**src/rtl/safety_island_boot_ctrl_if.sv**
```systemverilog
`default_nettype none
// ============================================================================
// Module   : safety_island_boot_ctrl_if
// Brief    : Register request/response bundle for the safety-island boot ctrl
// Revision : 1.0 - initial release
// ============================================================================
interface safety_island_boot_ctrl_if;
  logic        req_valid_i;
  logic        req_ready_o;
  logic        req_we_i;
  logic [4:0]  req_addr_i;
  logic [31:0] req_wdata_i;
  logic        rsp_valid_o;
  logic [31:0] rsp_rdata_o;
  logic        rsp_error_o;

  modport slave (
    input  req_valid_i,
    input  req_we_i,
    input  req_addr_i,
    input  req_wdata_i,
    output req_ready_o,
    output rsp_valid_o,
    output rsp_rdata_o,
    output rsp_error_o
  );

  modport master (
    output req_valid_i,
    output req_we_i,
    output req_addr_i,
    output req_wdata_i,
    input  req_ready_o,
    input  rsp_valid_o,
    input  rsp_rdata_o,
    input  rsp_error_o
  );
endinterface
`default_nettype wire

```
**src/rtl/safety_island_boot_ctrl.sv**
```systemverilog
`default_nettype none
// ============================================================================
// Module   : safety_island_boot_ctrl
// Brief    : Boot CSRs, core reset/fetch sequencing and EOC capture
// Revision : 1.0 - initial release
// ============================================================================
module safety_island_boot_ctrl #(
  parameter logic [31:0] ROM_BOOT_ADDR = 32'h1A00_0000,
  parameter int unsigned RST_DLY       = 8,
  parameter logic [1:0]  BOOTMODE_RST  = 2'd0
) (
  input  wire logic                   clk_i,
  input  wire logic                   rst_ni,
  safety_island_boot_ctrl_if.slave    bus,
  output logic                        core_rst_no,
  output logic                        fetch_en_o,
  output logic [31:0]                 boot_addr_o,
  output logic                        eoc_o,
  output logic [30:0]                 exit_status_o
);

  typedef enum logic [2:0] {
    S_IDLE    = 3'd0,
    S_RELEASE = 3'd1,
    S_FETCH   = 3'd2,
    S_RUN     = 3'd3,
    S_DONE    = 3'd4
  } state_t;

  localparam logic [4:0] c_ADDR_BOOTMODE  = 5'h00;
  localparam logic [4:0] c_ADDR_BOOT_ADDR = 5'h04;
  localparam logic [4:0] c_ADDR_FETCH_EN  = 5'h08;
  localparam logic [4:0] c_ADDR_EOC       = 5'h0C;
  localparam logic [4:0] c_ADDR_STATE     = 5'h10;
  localparam logic [7:0] c_CNT_LAST       = 8'(RST_DLY - 1);

  state_t      r_state;
  state_t      w_state_nxt;
  logic [7:0]  r_cnt;
  logic [1:0]  r_bootmode;
  logic [31:0] r_boot_addr_csr;
  logic [31:0] r_boot_addr_out;
  logic        r_eoc;
  logic [30:0] r_exit;
  logic        r_rsp_valid;
  logic [31:0] r_rsp_rdata;
  logic        r_rsp_error;

  logic        w_sel_bootmode;
  logic        w_sel_boot_addr;
  logic        w_sel_fetch_en;
  logic        w_sel_eoc;
  logic        w_sel_state;
  logic        w_addr_err;
  logic        w_pre_run;
  logic        w_err;
  logic        w_wr_ok;
  logic        w_fetch_req;
  logic        w_eoc_wr;
  logic [31:0] w_rdata;

  // ---------------------------------------------------------------------------
  // Request decode, evaluated against the current (pre-transition) state
  // ---------------------------------------------------------------------------
  always_comb begin
    w_sel_bootmode  = (bus.req_addr_i == c_ADDR_BOOTMODE);
    w_sel_boot_addr = (bus.req_addr_i == c_ADDR_BOOT_ADDR);
    w_sel_fetch_en  = (bus.req_addr_i == c_ADDR_FETCH_EN);
    w_sel_eoc       = (bus.req_addr_i == c_ADDR_EOC);
    w_sel_state     = (bus.req_addr_i == c_ADDR_STATE);
    w_addr_err      = (bus.req_addr_i[1:0] != 2'b00) || (bus.req_addr_i > c_ADDR_STATE);
    w_pre_run       = (r_state == S_IDLE) || (r_state == S_RELEASE) || (r_state == S_FETCH);

    w_err = 1'b0;
    if (bus.req_valid_i) begin
      if (w_addr_err) begin
        w_err = 1'b1;
      end else if (bus.req_we_i) begin
        w_err = w_sel_state
             || ((w_sel_bootmode || w_sel_boot_addr) && (r_state != S_IDLE))
             || (w_sel_fetch_en && r_bootmode[1])
             || (w_sel_eoc && w_pre_run);
      end
    end

    w_wr_ok     = bus.req_valid_i && bus.req_we_i && !w_err;
    w_fetch_req = w_wr_ok && w_sel_fetch_en && bus.req_wdata_i[0] && (r_bootmode == 2'd1);
    w_eoc_wr    = w_wr_ok && w_sel_eoc && (r_state == S_RUN);
  end

  always_comb begin
    w_rdata = 32'h0;
    if (bus.req_valid_i && !bus.req_we_i && !w_err) begin
      if (w_sel_bootmode) begin
        w_rdata = {30'h0, r_bootmode};
      end else if (w_sel_boot_addr) begin
        w_rdata = r_boot_addr_csr;
      end else if (w_sel_eoc) begin
        w_rdata = {r_eoc, r_exit};
      end else if (w_sel_state) begin
        w_rdata = {29'h0, r_state};
      end
    end
  end

  // ---------------------------------------------------------------------------
  // Boot sequencing FSM
  // ---------------------------------------------------------------------------
  always_ff @(posedge clk_i) begin
    if (!rst_ni) begin
      r_state <= S_IDLE;
    end else begin
      r_state <= w_state_nxt;
    end
  end

  always_comb begin
    w_state_nxt = r_state;
    core_rst_no = 1'b0;
    fetch_en_o  = 1'b0;
    case (r_state)
      S_IDLE: begin
        if ((r_bootmode == 2'd0) || w_fetch_req) begin
          w_state_nxt = S_RELEASE;
        end
      end
      S_RELEASE: begin
        core_rst_no = 1'b1;
        if (r_cnt == c_CNT_LAST) begin
          w_state_nxt = S_FETCH;
        end
      end
      S_FETCH: begin
        core_rst_no = 1'b1;
        fetch_en_o  = 1'b1;
        w_state_nxt = S_RUN;
      end
      S_RUN: begin
        core_rst_no = 1'b1;
        fetch_en_o  = 1'b1;
        if (w_eoc_wr && bus.req_wdata_i[31]) begin
          w_state_nxt = S_DONE;
        end
      end
      S_DONE: begin
        core_rst_no = 1'b1;
        fetch_en_o  = 1'b1;
      end
      default: begin
        w_state_nxt = S_IDLE;
      end
    endcase
  end

  // Counter starts from zero on the first RELEASE cycle
  always_ff @(posedge clk_i) begin
    if (!rst_ni || (r_state != S_RELEASE)) begin
      r_cnt <= 8'h0;
    end else begin
      r_cnt <= r_cnt + 8'h1;
    end
  end

  // ---------------------------------------------------------------------------
  // CSR storage
  // ---------------------------------------------------------------------------
  always_ff @(posedge clk_i) begin
    if (!rst_ni) begin
      r_bootmode      <= BOOTMODE_RST;
      r_boot_addr_csr <= 32'h0;
    end else begin
      if (w_wr_ok && w_sel_bootmode) begin
        r_bootmode <= bus.req_wdata_i[1:0];
      end
      if (w_wr_ok && w_sel_boot_addr) begin
        r_boot_addr_csr <= bus.req_wdata_i;
      end
    end
  end

  // Boot address tracks the CSRs only while the core is held in reset
  always_ff @(posedge clk_i) begin
    if (!rst_ni) begin
      r_boot_addr_out <= 32'h0;
    end else if (r_state == S_IDLE) begin
      r_boot_addr_out <= (r_bootmode == 2'd0) ? ROM_BOOT_ADDR : r_boot_addr_csr;
    end
  end

  always_ff @(posedge clk_i) begin
    if (!rst_ni) begin
      r_eoc  <= 1'b0;
      r_exit <= 31'h0;
    end else if (w_eoc_wr) begin
      r_exit <= bus.req_wdata_i[30:0];
      if (bus.req_wdata_i[31]) begin
        r_eoc <= 1'b1;
      end
    end
  end

  // ---------------------------------------------------------------------------
  // Response channel
  // ---------------------------------------------------------------------------
  always_ff @(posedge clk_i) begin
    if (!rst_ni) begin
      r_rsp_valid <= 1'b0;
      r_rsp_rdata <= 32'h0;
      r_rsp_error <= 1'b0;
    end else begin
      r_rsp_valid <= bus.req_valid_i;
      r_rsp_rdata <= w_rdata;
      r_rsp_error <= w_err;
    end
  end

  assign bus.req_ready_o = 1'b1;
  assign bus.rsp_valid_o = r_rsp_valid;
  assign bus.rsp_rdata_o = r_rsp_rdata;
  assign bus.rsp_error_o = r_rsp_error;

  assign boot_addr_o   = r_boot_addr_out;
  assign eoc_o         = r_eoc;
  assign exit_status_o = r_exit;

endmodule
`default_nettype wire
```
**src/flat_wrapper.sv**
```systemverilog
// flat-port wrapper written by rule: the top's interface ports become plain ports
module safety_island_boot_ctrl_flat 
#(
  parameter logic [31:0] ROM_BOOT_ADDR = 32'h1A00_0000,
  parameter int unsigned RST_DLY       = 8,
  parameter logic [1:0]  BOOTMODE_RST  = 2'd0
)
  (clk_i, rst_ni, core_rst_no, fetch_en_o, boot_addr_o, eoc_o, exit_status_o, bus_req_valid_i, bus_req_we_i, bus_req_addr_i, bus_req_wdata_i, bus_req_ready_o, bus_rsp_valid_o, bus_rsp_rdata_o, bus_rsp_error_o);
  safety_island_boot_ctrl_if bus_i ();
  input  wire logic clk_i;
  input  wire logic rst_ni;
  output logic core_rst_no;
  output logic fetch_en_o;
  output logic [31:0] boot_addr_o;
  output logic eoc_o;
  output logic [30:0] exit_status_o;
  input wire logic [$bits(bus_i.req_valid_i)-1:0] bus_req_valid_i;
  input wire logic [$bits(bus_i.req_we_i)-1:0] bus_req_we_i;
  input wire logic [$bits(bus_i.req_addr_i)-1:0] bus_req_addr_i;
  input wire logic [$bits(bus_i.req_wdata_i)-1:0] bus_req_wdata_i;
  output wire logic [$bits(bus_i.req_ready_o)-1:0] bus_req_ready_o;
  output wire logic [$bits(bus_i.rsp_valid_o)-1:0] bus_rsp_valid_o;
  output wire logic [$bits(bus_i.rsp_rdata_o)-1:0] bus_rsp_rdata_o;
  output wire logic [$bits(bus_i.rsp_error_o)-1:0] bus_rsp_error_o;
  assign bus_i.req_valid_i = bus_req_valid_i;
  assign bus_i.req_we_i = bus_req_we_i;
  assign bus_i.req_addr_i = bus_req_addr_i;
  assign bus_i.req_wdata_i = bus_req_wdata_i;
  assign bus_req_ready_o = bus_i.req_ready_o;
  assign bus_rsp_valid_o = bus_i.rsp_valid_o;
  assign bus_rsp_rdata_o = bus_i.rsp_rdata_o;
  assign bus_rsp_error_o = bus_i.rsp_error_o;
  safety_island_boot_ctrl #(.ROM_BOOT_ADDR(ROM_BOOT_ADDR), .RST_DLY(RST_DLY), .BOOTMODE_RST(BOOTMODE_RST)) u_core (.clk_i(clk_i), .rst_ni(rst_ni), .bus(bus_i), .core_rst_no(core_rst_no), .fetch_en_o(fetch_en_o), .boot_addr_o(boot_addr_o), .eoc_o(eoc_o), .exit_status_o(exit_status_o));
endmodule
```
**config.mk**
```make
export PLATFORM = sky130hd
export DESIGN_NAME = safety_island_boot_ctrl_flat
export DESIGN_NICKNAME = d
export VERILOG_FILES = /design/src/rtl/safety_island_boot_ctrl_if.sv /design/src/rtl/safety_island_boot_ctrl.sv /design/src/flat_wrapper.sv
export SDC_FILE = /design/constraint.sdc
export NUM_CORES = 1
export LEC_CHECK = 0
export ABC_AREA = 0
export CAP_MARGIN = 30
export CORE_MARGIN = 8
export CORE_UTILIZATION = 53
export CTS_BUF_LIST = sky130_fd_sc_hd__clkbuf_4 sky130_fd_sc_hd__clkbuf_8
export CTS_CLUSTER_DIAMETER = 200
export DETAILED_ROUTE_END_ITERATION = 16
export PLACE_DENSITY = 0.86
export SKIP_CTS_REPAIR_TIMING = 1
export SYNTH_ARGS = -nofsm -noshare
export SYNTH_HDL_FRONTEND = slang
export SYNTH_SLANG_ARGS = --single-unit
```
**constraint.sdc**
```tcl
create_clock -name clk_i -period 2.78 [get_ports clk_i]
set_input_delay 0.556 -clock clk_i [delete_from_list [all_inputs] [get_ports clk_i]]
set_output_delay 0.556 -clock clk_i [all_outputs]
set_load 0.02 [all_outputs]
```
=== After elaboration in Yosys (flattened, before gate mapping) ===
Cells that the tools add are included.

* Bits of input ports: 41
* Word-level logic and storage cells: 82
* Bits in registers: 143
* Output and inout bits: 101

* Bitwise operators: 3
* Eq/ne operators: 14
* Add/subtract/negate cells: 1
* Reduce and logical (&&, ||, !) cells: 38
* Muxes and demuxes: 14
* Order comparisons: 1

{| class="wikitable"
|+ Operators by type and width
! kind !! count
|-
| $mux W32 || 3
|-
| $logic_and A1 B1 Y1 || 15
|-
| $pmux W3 S5 || 1
|-
| $mux W3 || 4
|-
| $eq A5 B4 Y1 const B || 2
|-
| $logic_or A1 B1 Y1 || 9
|-
| $add A8 B1 Y8 const B || 1
|-
| $eq A8 B3 Y1 const B || 1
|-
| $eq A3 B2 Y1 const B || 2
|-
| $reduce_or A3 Y1 || 2
|-
| $eq A5 B3 Y1 const B || 1
|-
| $eq A5 B5 Y1 const B || 1
|-
| $gt A5 B5 Y1 const B || 1
|-
| $logic_not A5 Y1 || 1
|-
| $mux W1 || 5
|-
| $ne A2 B2 Y1 const B || 2
|-
| $reduce_and A2 Y1 || 2
|-
| $reduce_and A4 Y1 || 1
|-
| $reduce_or A4 Y1 || 1
|-
| $eq A3 B1 Y1 const B || 1
|-
| $eq A3 B3 Y1 const B || 1
|-
| $logic_not A1 Y1 || 3
|-
| $logic_not A3 Y1 || 1
|-
| $ne A3 B1 Y1 const B || 1
|-
| 7 further kinds || 9
|}

=== Logic depth before layout (Yosys ltp) ===
* Depth after elaboration: 17
* Gate-level depth with buffers: 8
* Gate-level depth less buffers: 6

=== Worst setup path before layout ===
OpenSTA, ideal clock, no wires.

* Path kind: input-to-reg
* Start point: in bus_req_addr_i[1]
* End point: reg u_core.r_exit[10], in the netlist u_core.exit_status_o[10]
* Stages: 7
* Data required time: 2.658 ns
* Path slack: 0.832 ns
* Path buffers: 2
* Library setup time: 0.122 ns
* Arrival time: 1.826 ns
* Path through: nor3_2 -> nand4_1 -> or2_2 -> clkbuf_1 -> clkbuf_1 -> nand2_1 -> a21boi_0

* Word-level cells in the longest chain between the ends: 13
* Elaborated cells on any way between the ends: 22
* Those cells by class: 1 x order compare; 4 x eq/ne; 3 x mux; 14 x reduce/logical

{| class="wikitable"
|+ Ends and longest elaborated chain
! what !! line !! RTL
|-
| start: declaration || flat_wrapper.sv:19 || <nowiki>input wire logic [$bits(bus_i.req_addr_i)-1:0] bus_req_addr_i;</nowiki>
|-
| $eq A5 B3 Y1 / $logic_not A5 Y1 (equally long branches) || safety_island_boot_ctrl.sv:67, safety_island_boot_ctrl.sv:66 ||
|-
| $logic_or A1 B1 Y1 || safety_island_boot_ctrl.sv:80 || <nowiki>|| ((w_sel_bootmode || w_sel_boot_addr) && (r_state != S_IDLE))</nowiki>
|-
| $logic_and A1 B1 Y1 || safety_island_boot_ctrl.sv:80 ||
|-
| $logic_or A1 B1 Y1 || safety_island_boot_ctrl.sv:80 ||
|-
| $logic_or A1 B1 Y1 || safety_island_boot_ctrl.sv:81 || <nowiki>|| (w_sel_fetch_en && r_bootmode[1])</nowiki>
|-
| $logic_or A1 B1 Y1 || safety_island_boot_ctrl.sv:82 || <nowiki>|| (w_sel_eoc && w_pre_run);</nowiki>
|-
| $mux W1 || safety_island_boot_ctrl.sv:78 || <nowiki>end else if (bus.req_we_i) begin</nowiki>
|-
| $mux W1 || safety_island_boot_ctrl.sv:76 || <nowiki>if (w_addr_err) begin</nowiki>
|-
| $mux W1 || safety_island_boot_ctrl.sv:75 || <nowiki>if (bus.req_valid_i) begin</nowiki>
|-
| $logic_not A1 Y1 || safety_island_boot_ctrl.sv:86 || <nowiki>w_wr_ok = bus.req_valid_i && bus.req_we_i && !w_err;</nowiki>
|-
| $logic_and A1 B1 Y1 || safety_island_boot_ctrl.sv:86 ||
|-
| $logic_and A1 B1 Y1 * (2 in a row) || safety_island_boot_ctrl.sv:88 || <nowiki>w_eoc_wr = w_wr_ok && w_sel_eoc && (r_state == S_RUN);</nowiki>
|-
| end signal: assignment || safety_island_boot_ctrl.sv:195 || <nowiki>r_exit <= bus.req_wdata_i[30:0];</nowiki>
|-
| end: declaration || safety_island_boot_ctrl.sv:44 || <nowiki>logic [30:0] r_exit;</nowiki>
|}

Every way passes the cells marked *; elsewhere a longest branch is shown, timed or not.
A chain may end at the register's enable or synchronous reset.

=== Final worst setup path ===
* Start point: reg u_core.r_state[1]
* End point: out fetch_en_o

* Word-level cells in the longest chain between the ends: 3
* Elaborated cells on any way between the ends: 5
* Those cells by class: 3 x eq/ne; 1 x mux; 1 x reduce/logical

{| class="wikitable"
|+ Ends and longest elaborated chain
! what !! line !! RTL
|-
| start: declaration || safety_island_boot_ctrl.sv:37 || <nowiki>state_t r_state;</nowiki>
|-
| start signal: assignment || safety_island_boot_ctrl.sv:113 || <nowiki>r_state <= w_state_nxt;</nowiki>
|-
| $eq A3 B3 Y1 / $eq A3 B2 Y1 (equally long branches) || safety_island_boot_ctrl.sv:121 || <nowiki>case (r_state)</nowiki>
|-
| $reduce_or A3 Y1 (no line) * || -- ||
|-
| $mux W1 * || safety_island_boot_ctrl.sv:121 ||
|-
| end: declaration || flat_wrapper.sv:13 || <nowiki>output logic fetch_en_o;</nowiki>
|}

Marked as above.

==> flow_summary.json <==
{
  "cts_root_buf": "clkbuf_8",
  "dieArea_um2": 13600,
  "io_pins": 142,
  "final_cell_mix": "dfxtp_1 (143), clkdlybuf4s50_1 (139), nand2_1 (105)",
  "start_kind": "register",
  "cts_buffers": 17,
  "leakagePower_nw": 2.41,
  "synth_nets": 646,
  "postRouteAntennaNets": 0,
  "hold_viol": 0,
  "track_usage": 0.224,
  "cts_sinks": 143,
  "clock_power_share": 0.434,
  "ctsHtreeMaxLevel": 4,
  "rsz0062_at_grt": "no",
  "ys.flop_type": "dfxtp_1",
  "grt_first_pass_wirelength_um": 24000,
  "crit_top_cell": "nand2_1",
  "portBuffers": 140,
  "gp_congestion": 0.820,
  "path_max_fanout": 10,
  "synth_warnings": 0,
  "maxCapViolCount": 0,
  "swShare": 0.240,
  "rows": 36,
  "fin_worst_skew_ns": 0.0135,
  "syn_inst": 604,
  "ir_drop_mv": 0.382,
  "powerDensity_nw_per_um2": 574,
  "coreArea_um2": 9820,
  "cts_tree": "built",
  "fmax_mhz": 398,
  "fin_tns_setup_ns": 0,
  "crit_arrival_ns": 1.96,
  "p_int_mw": 3.20,
  "routedWlPerCell_um": 17.6,
  "period_share": 0.904,
  "relSlewSlack": 0.523,
  "drive_above_1_share": 0.0758,
  "chipWidth_um": 117,
  "routed_wl_um": 15300,
  "area_growth_pct": 36.2,
  "nNetsFinal": 769,
  "setup_violations": 0,
  "clock_path_buffers": 2,
  "worst_skew_pair.late_latency_ns": 0.44,
  "dieHeight_um": 117,
  "ys_ff_latch": 143,
  "yosysSeqAreaShare": 0.532,
  "maxSlewViolCount": 0,
  "diodes": 0,
  "layout_commonest_cell": "dfxtp_1",
  "drc_errors": 0,
  "cpPeakStageDelay_ns": 0.60,
  "netlist_area_um2": 5380,
  "worstPathCellList": "nor2_1 > nand2_1 > nand2_1 > clkdlybuf4s50_1",
  "cp_slowest_cell": "clkdlybuf4s50_1",
  "fin_crit_ns": 2.51,
  "start_util": 0.548,
  "worstSetupPathType": "register to primary output",
  "grt_max_degree": 65,
  "drt_iter0_drc": 383,
  "final_core_util": 0.746,
  "seqPwrFrac": 0.495,
  "fill_cells": 708,
  "dp_hpwl_um": 10500,
  "viasPerCell": 5.60,
  "status": "completed",
  "yosysUniqueCellTypes": 46,
  "path_clk_slew_ns": 0.09,
  "avgSynthCellArea_um2": 8.90,
  "worstSetupEndpointType": "primary output",
  "synth_edf_count": 0,
  "first_pass_iters": 7,
  "synthArstFlopShare": 0,
  "antenna_found_initial": 0,
  "p_switching_mw": 1.01,
  "max_slew.worst_pin.slew_ns": 0.716,
  "critPathRequiredTime_ns": 2.22,
  "overflow": 0,
  "power_frac_comb": 0.070,
  "vias": 4887,
  "grt_pass1_vias": 4785,
  "min_path_type": "register to register"
}
## kinds of logic (layout without fill, tap and decap cells)
kind of cell	count (synthesis)	in the layout	synth area share
AO/OA/AOI/OAI	147	147	0.195
buffers and inverters	52	187	0.0398
adder cells (fa/ha/maj)	1	1	0.00233
multiplexers	2	2	0.00372
other	1	1	0.000697
XOR/XNOR	7	7	0.0114
AND/OR/NAND/NOR	251	251	0.215
flip-flops	143	143	0.532
## cell usage after synthesis, types with 6 or more instances
cell      number  share of area
nor2b_1       32          0.037
nand2b_1       7         0.0081
nand2_1      105          0.073
dfxtp_1      143           0.53
clkbuf_1      39          0.027
buf_2          6         0.0056
nor2_1        49          0.034
a21boi_0      32          0.045
o21ai_0        6         0.0056
a22oi_1       60          0.084
nand3_1       37          0.034
o21ai_1       30          0.028
## area by class of cell
cell class / count / area (um^2) / area share
tap: 133 / 166 / 0.0227
sequential: 143 / 2860 / 0.391
inverter: 2 / 7.51 / 0.00102
clock inverter: 13 / 200 / 0.0273
multi-input combinational: 409 / 2310 / 0.315
timing repair buffer: 154 / 1540 / 0.210
clock buffer: 18 / 241 / 0.0330
## layer usage
metal / global-route usage / vias to the layer above / part of all wire / wire length [um]
met1: 0.259 / 2297 / 0.40 / 6060
li1: - / 2323 / - / -
met2: 0.384 / 243 / 0.50 / 7690
met5: 0 / - / 0 / 0
met3: 0.0641 / 24 / 0.086 / 1320
met4: 0.0879 / 0 / 0.015 / 235
## flip-flops by register name, summed over array words and instances (netlist names)
name and flops:
u_core.r_state 3, u_core.bus.rsp_valid_o 1, u_core.eoc_o 1, u_core.r_bootmode 2, u_core.r_boot_addr_csr 32, u_core.bus.rsp_rdata_o 32
u_core.boot_addr_o 32, u_core.r_cnt 8, u_core.exit_status_o 31, u_core.bus.rsp_error_o 1
## per-stage QoR
stage / instance area [um^2] / setup slack (ns) / hold slack [ns] / power [mW] / std cells
after CTS: 7330 / 0.245 / 0.456 / 4.23 / 872
after global placement: 6880 / 0.310 / 0.427 / 2.42 / 841
final: 7330 / 0.268 / 0.455 / 4.21 / 872
after global routing: 7330 / 0.132 / 0.470 / 4.35 / 872
after detailed placement: 6880 / 0.186 / 0.439 / 2.43 / 841
after floorplan: 5380 / 0.832 / 0.413 / 2.29 / 604
## power by group through the flow
| stage | Combinational (mW) | Sequential [mW] | Clock [mW] |
|---|---|---|---|
| 6_report | 0.296 | 2.09 | 1.83 |
| 5_1_grt | 0.317 | 2.09 | 1.95 |
| 4_1_cts | 0.295 | 2.08 | 1.85 |
| 3_5_place_dp | 0.293 | 2.13 | 0 |
| 3_3_place_gp | 0.286 | 2.13 | 0 |
| 2_1_floorplan | 0.157 | 2.13 | 0 |
## worst max-delay path: cells and delay by family, from the launching register on
kind | cells | cell delay, ns
buffers and inverters | 1 | 0.60
AND/OR/NAND/NOR | 3 | 0.49
flip-flops | 1 | 0.42
## final timing paths
| kind | start | to | slack, ns | cells past startpoint |
|---|---|---|---|---|
| worst max register to register | u_core.r_state[1] | u_core.r_boot_addr_csr[8] | 0.53 | 6 |
| worst max-delay path | u_core.r_state[1] | fetch_en_o | 0.27 | 4 |
| worst min-delay path | u_core.r_cnt[0] | u_core.r_cnt[0] | 0.46 | 1 |
| worst min register to register | u_core.r_cnt[0] | u_core.r_cnt[0] | 0.46 | 1 |
Power figures use the tool's default switching activity.
